### src/rtl/dual_issue_scheduler.sv
// Dual-lane issue-pair scheduler between fetch and decode/extend.
// Issues an instruction pair (A older, B younger) together when independent;
// on a hazard it issues A alone, holds B, and issues B on lane A next advance.
module dual_issue_scheduler #(
  parameter int unsigned DATA_WIDTH = 32,
  parameter int unsigned CNT_WIDTH  = 16
) (
  input  logic                  clk,
  input  logic                  rst_n,
  input  logic                  fetch_valid_i,
  input  logic [DATA_WIDTH-1:0] instrA_i,
  input  logic [DATA_WIDTH-1:0] instrB_i,
  output logic                  fetch_ready_o,
  input  logic                  issue_ready_i,
  input  logic                  flush_i,
  output logic                  issueA_valid_o,
  output logic                  issueB_valid_o,
  output logic [DATA_WIDTH-1:0] instrA_o,
  output logic [DATA_WIDTH-1:0] instrB_o,
  output logic [CNT_WIDTH-1:0]  split_cnt_o
);

  localparam logic [0:0] StPair  = 1'b0;
  localparam logic [0:0] StHoldB = 1'b1;

  localparam logic [6:0] OpReg    = 7'b0110011;
  localparam logic [6:0] OpImm    = 7'b0010011;
  localparam logic [6:0] OpLoad   = 7'b0000011;
  localparam logic [6:0] OpStore  = 7'b0100011;
  localparam logic [6:0] OpBranch = 7'b1100011;
  localparam logic [6:0] OpLui    = 7'b0110111;
  localparam logic [6:0] OpAuipc  = 7'b0010111;
  localparam logic [6:0] OpJal    = 7'b1101111;
  localparam logic [6:0] OpJalr   = 7'b1100111;

  logic [0:0]            state_q, state_d;
  logic                  va_q, va_d;
  logic                  vb_q, vb_d;
  logic [DATA_WIDTH-1:0] a_q, a_d;
  logic [DATA_WIDTH-1:0] b_q, b_d;
  logic [DATA_WIDTH-1:0] hold_q, hold_d;
  logic [CNT_WIDTH-1:0]  cnt_q, cnt_d;

  logic       adv;
  logic [6:0] op_a, op_b;
  logic [4:0] rd_a;
  logic       a_wr, b_wr, b_rs1, b_rs2;
  logic       raw, waw, mem, ctrl, conflict;

  function automatic logic op_writes(input logic [6:0] op);
    case (op)
      OpReg, OpImm, OpLoad, OpLui, OpAuipc, OpJal, OpJalr: op_writes = 1'b1;
      default:                                             op_writes = 1'b0;
    endcase
  endfunction

  function automatic logic op_reads_rs1(input logic [6:0] op);
    case (op)
      OpReg, OpImm, OpLoad, OpStore, OpBranch, OpJalr: op_reads_rs1 = 1'b1;
      default:                                         op_reads_rs1 = 1'b0;
    endcase
  endfunction

  function automatic logic op_reads_rs2(input logic [6:0] op);
    case (op)
      OpReg, OpStore, OpBranch: op_reads_rs2 = 1'b1;
      default:                  op_reads_rs2 = 1'b0;
    endcase
  endfunction

  function automatic logic op_is_mem(input logic [6:0] op);
    op_is_mem = (op == OpLoad) || (op == OpStore);
  endfunction

  // Pair hazard decode on the incoming fetch pair.
  always_comb begin
    op_a     = instrA_i[6:0];
    op_b     = instrB_i[6:0];
    rd_a     = instrA_i[11:7];
    a_wr     = op_writes(op_a) && (rd_a != 5'd0);
    b_wr     = op_writes(op_b);
    b_rs1    = op_reads_rs1(op_b) && (instrB_i[19:15] == rd_a);
    b_rs2    = op_reads_rs2(op_b) && (instrB_i[24:20] == rd_a);
    raw      = a_wr && (b_rs1 || b_rs2);
    waw      = a_wr && b_wr && (instrB_i[11:7] == rd_a);
    mem      = op_is_mem(op_a) && op_is_mem(op_b);
    ctrl     = (op_a == OpBranch) || (op_a == OpJal) || (op_a == OpJalr);
    conflict = raw || waw || mem || ctrl;
  end

  // Handshake: the issue register may load when empty or being consumed.
  always_comb begin
    adv           = issue_ready_i || !(va_q || vb_q);
    fetch_ready_o = (state_q == StPair) && adv && !flush_i;
  end

  // Next-state: flush dominates, then advance, otherwise everything holds.
  always_comb begin
    state_d = state_q;
    va_d    = va_q;
    vb_d    = vb_q;
    a_d     = a_q;
    b_d     = b_q;
    hold_d  = hold_q;
    cnt_d   = cnt_q;
    if (flush_i) begin
      va_d    = 1'b0;
      vb_d    = 1'b0;
      state_d = StPair;
      hold_d  = '0;
    end else if (adv) begin
      if (state_q == StHoldB) begin
        // Held younger instruction always issues alone on lane A.
        a_d     = hold_q;
        va_d    = 1'b1;
        vb_d    = 1'b0;
        state_d = StPair;
      end else if (fetch_valid_i) begin
        a_d  = instrA_i;
        va_d = 1'b1;
        if (conflict) begin
          vb_d    = 1'b0;
          hold_d  = instrB_i;
          state_d = StHoldB;
          if (!(&cnt_q)) cnt_d = cnt_q + 1'b1;
        end else begin
          b_d  = instrB_i;
          vb_d = 1'b1;
        end
      end else begin
        va_d = 1'b0;
        vb_d = 1'b0;
      end
    end
  end

  // Issue register, hold register, FSM state and split counter.
  always_ff @(posedge clk or negedge rst_n) begin
    if (!rst_n) begin
      state_q <= StPair;
      va_q    <= 1'b0;
      vb_q    <= 1'b0;
      a_q     <= '0;
      b_q     <= '0;
      hold_q  <= '0;
      cnt_q   <= '0;
    end else begin
      state_q <= state_d;
      va_q    <= va_d;
      vb_q    <= vb_d;
      a_q     <= a_d;
      b_q     <= b_d;
      hold_q  <= hold_d;
      cnt_q   <= cnt_d;
    end
  end

  // Registered outputs.
  always_comb begin
    issueA_valid_o = va_q;
    issueB_valid_o = vb_q;
    instrA_o       = a_q;
    instrB_o       = b_q;
    split_cnt_o    = cnt_q;
  end

endmodule
### config.mk
export PLATFORM = sky130hd
export DESIGN_NAME = dual_issue_scheduler
export DESIGN_NICKNAME = d
export VERILOG_FILES = /design/src/rtl/dual_issue_scheduler.sv
export SDC_FILE = /design/constraint.sdc
export NUM_CORES = 1
export LEC_CHECK = 0
export BUFFER_PORTS_ARGS = -buffer_cell sky130_fd_sc_hd__buf_2
export CORE_MARGIN = 10
export CORE_UTILIZATION = 47
export CTS_CLUSTER_SIZE = 25
export DETAILED_ROUTE_END_ITERATION = 10
export GPL_TIMING_DRIVEN = 1
export HOLD_SLACK_MARGIN = 0.02
export PLACE_DENSITY_LB_ADDON = 0.25
export SETUP_SLACK_MARGIN = 0.5
export SYNTH_ARGS = -nofsm -noshare
export SYNTH_HDL_FRONTEND = slang
export SYNTH_SLANG_ARGS = --single-unit
### constraint.sdc
create_clock -name clk -period 2.15 [get_ports clk]
set_input_delay 0.43 -clock clk [delete_from_list [all_inputs] [get_ports clk]]
set_output_delay 0.43 -clock clk [all_outputs]
set_load 0.02 [all_outputs]
Word level (Yosys, flattened, before mapping)
Index checks and enable logic that the tools add are counted.

storage, ports and cells
  bits of input ports = 69
  output and inout port bits = 83
  flip-flop bits (word level) = 115
  word-level logic and storage cells = 94

operators by class
  add/sub/neg operators = 1
  bitwise operators = 4
  reductions and logical operators = 35
  multiplexer cells = 25
  equal/unequal tests = 22

operator list
  kind                   count
  $mux 32                7
  $eq 7x6->1 const B     6
  $eq 7x7->1 const B     6
  $eq 7x5->1 const B     4
  $mux 1                 18
  $add 16x1->16 const B  1
  $reduce_and 16->1      1
  $eq 5x5->1             3
  $eq 7x2->1 const B     2
  $reduce_or 7->1        2
  $logic_or 1x1->1       10
  $logic_and 1x1->1      9
  $reduce_bool 2->1      4
  $reduce_and 6->1       1
  $reduce_or 6->1        1
  $reduce_and 5->1       1
  $reduce_bool 5->1      1
  $not 1->1              4
  $reduce_and 4->1       1
  $reduce_and 3->1       1
  $reduce_or 3->1        1
  $logic_not 1->1        2
  $ne 2x2->1 const B     1

Depth between registers and ports, before layout
  depth in word-level cells = 14
  gate-level depth with buffers = 11
  mapped depth without buffers = 8

Least setup slack after synthesis
Ideal clock, no wire load.

  kind = in2reg
  from = input instrA_i[8]
  to = register b_q[10] (netlist: instrB_o[10])
  setup slack = -253 ps
  required time = 2025 ps
  data arrival time = 2278 ps
  cell stages on the path = 11
  buffers on the path = 4
  library setup time = 125 ps
  path through = clkbuf_2 > xnor2_1 > nand4_1 > or4_1 > a31oi_1 > or2_1 > buf_6 > or3_4 > buf_12 > buf_12 > mux2_4

between the ends
  word-level cells in the longest chain between the ends = 9
  elaborated cells on any way between the ends = 16
  classes of those cells = eq/ne (3); bitwise (1); reduce/logical (12)

RTL lines
  what                                                   RTL line    source
  start: declaration                                     11          input logic [DATA_WIDTH-1:0] instrA_i,
  $eq 5x5->1, or another cell as far along               82          b_rs1 = op_reads_rs1(op_b) && (instrB_i[19:15] == rd_a);
  $logic_and 1x1->1 (on tied branches)                   82, 80, 83
  $logic_or 1x1->1 or $logic_and 1x1->1 (tied branches)  84, 85
  $logic_and 1x1->1 (on tied branches)                   84, 85
  $logic_or 1x1->1 * (3 in series)                       88          conflict = raw || waw || mem || ctrl;
  $not 1->1 (no source line) *                           --
  $reduce_and 5->1 (no source line) *                    --
  end signal: assignment                                 144         b_q <= '0;
  end signal: assignment                                 152         b_q <= b_d;
  end: declaration                                       40          logic [DATA_WIDTH-1:0] b_q, b_d;

Mark *: on every way between the ends. The rest lies on a longest branch, timed or not.
A chain may end at the register's enable or synchronous reset.

Worst setup path in the final report
  from = input instrB_i[4]
  to = register hold_q[7]

between the ends
  word-level cells in the longest chain between the ends = 11
  elaborated cells on any way between the ends = 28
  classes of those cells = eq/ne (9); mux (3); reduce/logical (16)

RTL lines
  what                                                RTL line    source
  start: declaration                                  12          input logic [DATA_WIDTH-1:0] instrB_i,
  $eq 7x2->1, or another cell as far along            51, 58, 72
  $reduce_or 6->1 or $reduce_or 3->1 (tied branches)  58, 65
  $mux 1 (on tied branches)                           58, 65
  $logic_and 1x1->1 (on tied branches)                82, 83
  $logic_or 1x1->1                                    84          raw = a_wr && (b_rs1 || b_rs2);
  $logic_and 1x1->1                                   84
  $logic_or 1x1->1                                    88
  $logic_or 1x1->1 * (2 in series)                    88
  $reduce_bool 2->1 (no source line) *                --
  $reduce_and 4->1 (no source line) *                 --
  end signal: assignment                              153         hold_q <= hold_d;
  end: declaration                                    41          logic [DATA_WIDTH-1:0] hold_q, hold_d;

Marked as above.

==> impl_metrics.json <==
{
  "clockBufferDepth": 2,
  "cpLargestDelayFamily": "simple AND/OR/NAND/NOR gates",
  "synth.area.top_cells": "dfrtp_1 (54%), mux2i_1 (12%), mux2_4 (8.1%), nor2_1 (5.5%), a21oi_1 (3.2%)",
  "initial_utilization_pct": 48.7,
  "rows": 38,
  "path_depth": 12,
  "netlist_instances": 452,
  "ff2ff_setup_slack_ns": 0.11,
  "yosysTopAreaCellShare_pct": 53.8,
  "path_buf_inv": 5,
  "path_common_cell": "buf_12",
  "ys_async_sr_fraction_pct": 100,
  "seq_power_share_pct": 39.2,
  "crit_start": "instrB_i[4]",
  "synth_edf_count": 0,
  "synth.area.mux_share_pct": 21.0,
  "die_w_um": 127,
  "synth_top_family_by_area": "multiplexers",
  "switching_share_pct": 28.3,
  "vias": 4295,
  "critPathCaptureType": "flip-flop",
  "cts.clk_slew.worst_paths_ns": 0.05,
  "power.internal_uw": 4680,
  "setup.worst_path.end": "hold_q[7]",
  "fmax_mhz": 478,
  "seq_area_frac_synth_pct": 53.8,
  "place_ws_ns": -0.397,
  "clock_sinks": 115,
  "synth.net_count": 522,
  "vias_per_cell": 5.21,
  "ant_nets": 0,
  "cap_violations": 0,
  "status": "complete, no violations",
  "cp_slowest_stage_delay_ns": 0.55,
  "r2r-end": "instrB_o[25]",
  "min_period_ns": 2.09,
  "fin_crit_sh_pct": 97.2,
  "die_h_um": 127,
  "worstPathCellList": "buf_8, nor2b_4, a32oi_2, or4_4, a31oi_4, buf_6, o21a_4, buf_12, buf_12, buf_16, mux2i_1, nor2_1",
  "syn_area_mm2": 0.00535,
  "clock_latency_ns": 0.41,
  "gp_congestion": 0.834,
  "seq_area_mm2": 0.00288,
  "yosysUniqueCellTypes": 39,
  "cp.arrival_ns": 2.38,
  "postLayoutCellArea_mm2": 0.00780,
  "grt_setup_unrepaired": "true",
  "skew_ns": 0.00778,
  "fin_nets": 741,
  "synthAdderAreaFrac_pct": 0.234,
  "worst_pin_slew_ns": 0.502,
  "whs_path_depth": 2,
  "synth_xor_xnor_area_share_pct": 4.91,
  "setup_tns_ns": 0,
  "ff2ff_path_depth": 6,
  "initialDrtViolationCount": 224,
  "grt_pass1_vias": 4657,
  "grt-ovfl-total": 0,
  "post_drt_wl_per_cell_um": 19.6,
  "crit_type": "in2reg",
  "cts_made_buffers": 17,
  "grt.total_usage_pct": 20.0,
  "synth-compound-area-share_pct": 4.33,
  "antenna_found_initial": 1,
  "areaGrowthSynthToFinish_pct": 46.0,
  "maxSlewViolCount": 0,
  "path_max_fanout": 5,
  "ys_warn_count": 0,
  "clockRootBuffer": "clkbuf_16",
  "leakage_uw": 0.00371,
  "p_comb_share_pct": 21.2,
  "final-hold-violation-count": 0,
  "drcViolationCount": 0,
  "tritoncts": "done",
  "cpMaxStageDelayCell": "or4_4",
  "die-area_mm2": 0.0160,
  "finalWirelength_um": 16100,
  "critPathLaunchType": "input port",
  "grt_max_degree": 48,
  "first_pass_iters": 4,
  "power.switching_uw": 1850,
  "yosys.area_share.simple_pct": 11.8,
  "dp_hpwl_um": 10800,
  "port_buffers": 151,
  "rr_startpoint": "issueB_valid_o",
  "final.setup.worst_slack_ns": 0.0601,
  "p_per_area_mw_per_mm2": 837,
  "multiInputGateArea_mm2": 0.00248,
  "boundaryPins": 152,
  "synth-seq-cells": 115,
  "htreeDepth": 4,
  "relSlewSlack_pct": 66.6,
  "irDropWorstVdd_uv": 550,
  "core_area_mm2": 0.0110,
  "dpl-instance-area_mm2": 0.00659,
  "cp.required_ns": 2.44,
  "pwr-share-clk_pct": 39.6,
  "synth_commonest_cells": "dfrtp_1 (115), nor2_1 (78), mux2i_1 (64), a21oi_1 (34), mux2_4 (29)",
  "grt_first_pass_wirelength_um": 25600,
  "fill_cells": 788,
  "hp-class": "in2reg",
  "drive_above_1_share_pct": 46.9,
  "synth_area_per_cell_um2": 11.8,
  "synth.largest_area_cell": "dfrtp_1",
  "synth_most_common_cell": "dfrtp_1",
  "setup_viol": 0,
  "synthFlopType": "dfrtp_1"
}
-- stage by stage --
step | utilization (%) | power, uW | hold WS (ns) | std cells
global placement | 60.0 | 3860 | 0.430 | 765
detailed placement | 60.0 | 3900 | 0.434 | 765
floorplan | - | 3330 | 0.134 | 452
global route | 71.0 | 6810 | 0.253 | 823
CTS | 70.2 | 6570 | 0.253 | 819
finish | 71.1 | 6530 | 0.267 | 824
-- flip-flops by register name, indices dropped and copies added (netlist names) --
name and cells:
issueA_valid_o 1, instrA_o 32, hold_q 32, instrB_o 32, split_cnt_o 16, state_q 1, issueB_valid_o 1
-- routing by layer --
layer	track usage (%)	routed length, um	vias to the layer above
met3	6.62	1120	25
met1	23.4	6530	2110
met5	0	0	-
li1	-	-	2016
met4	9.11	383	0
met2	32.8	8100	144
-- cell usage in the layout (no fill, tap or decap), drive strengths merged, types with 2 or more instances in the layout --
master	n
buf	227
dfrtp	115
nor2	78
mux2i	64
a21oi	34
mux2	33
clkbuf	25
xnor2	18
nand4	14
xor2	12
nand2	9
nor3	8
clkinv	5
nand3	5
and3	4
a21o	3
inv	3
nor4	3
or4	2
or3	2
nor2b	2
nor3b	2
nor4b	2
-- layout make-up --
class / count / share of cell area, %
diodes: 1 / 0.0321
multi-input cells: 305 / 31.7
clock inverters: 6 / 0.705
well taps: 140 / 2.24
inverters: 3 / 0.144
clock buffers: 25 / 6.22
repair buffers: 229 / 22.0
flip-flops and latches: 115 / 36.9
-- power groups by stage --
stage | Clock (uW) | Combinational [uW] | Sequential, uW
6_report | 2590 | 1380 | 2560
5_1_grt | 2730 | 1490 | 2590
2_1_floorplan | 0 | 449 | 2880
3_3_place_gp | 0 | 1280 | 2580
3_5_place_dp | 0 | 1310 | 2580
4_1_cts | 2630 | 1390 | 2550
-- worst min path at each step --
stage / start / to / slack [ns]
3_5_place_dp: rst_n / split_cnt_o[15] / 0.43
6_report: instrB_i[27] / instrB_o[27] / 0.27
3_3_place_gp: rst_n / split_cnt_o[11] / 0.43
4_1_cts: instrB_i[27] / instrB_o[27] / 0.25
2_1_floorplan: rst_n / hold_q[0] / 0.13
5_1_grt: instrB_i[30] / instrB_o[30] / 0.25
-- logic make-up after synthesis --
group                    Yosys count
buffers and inverters             32
AO/OA/AOI/OAI                     42
AND/OR/NAND/NOR                  135
flip-flops                       115
XOR/XNOR                          30
multiplexers                      97
adder cells (fa/ha/maj)            1
-- timing repair --
action	4_1_cts	5_1_grt
setup buffers	16	4
hold buffers	1	0
hold endpoints to repair	33	0
cloned	6	0
gates resized for setup	61	13
endpoints found under the setup margin	116	114
pin swaps	21	16
No activity file was read; power rests on OpenSTA's default activity.
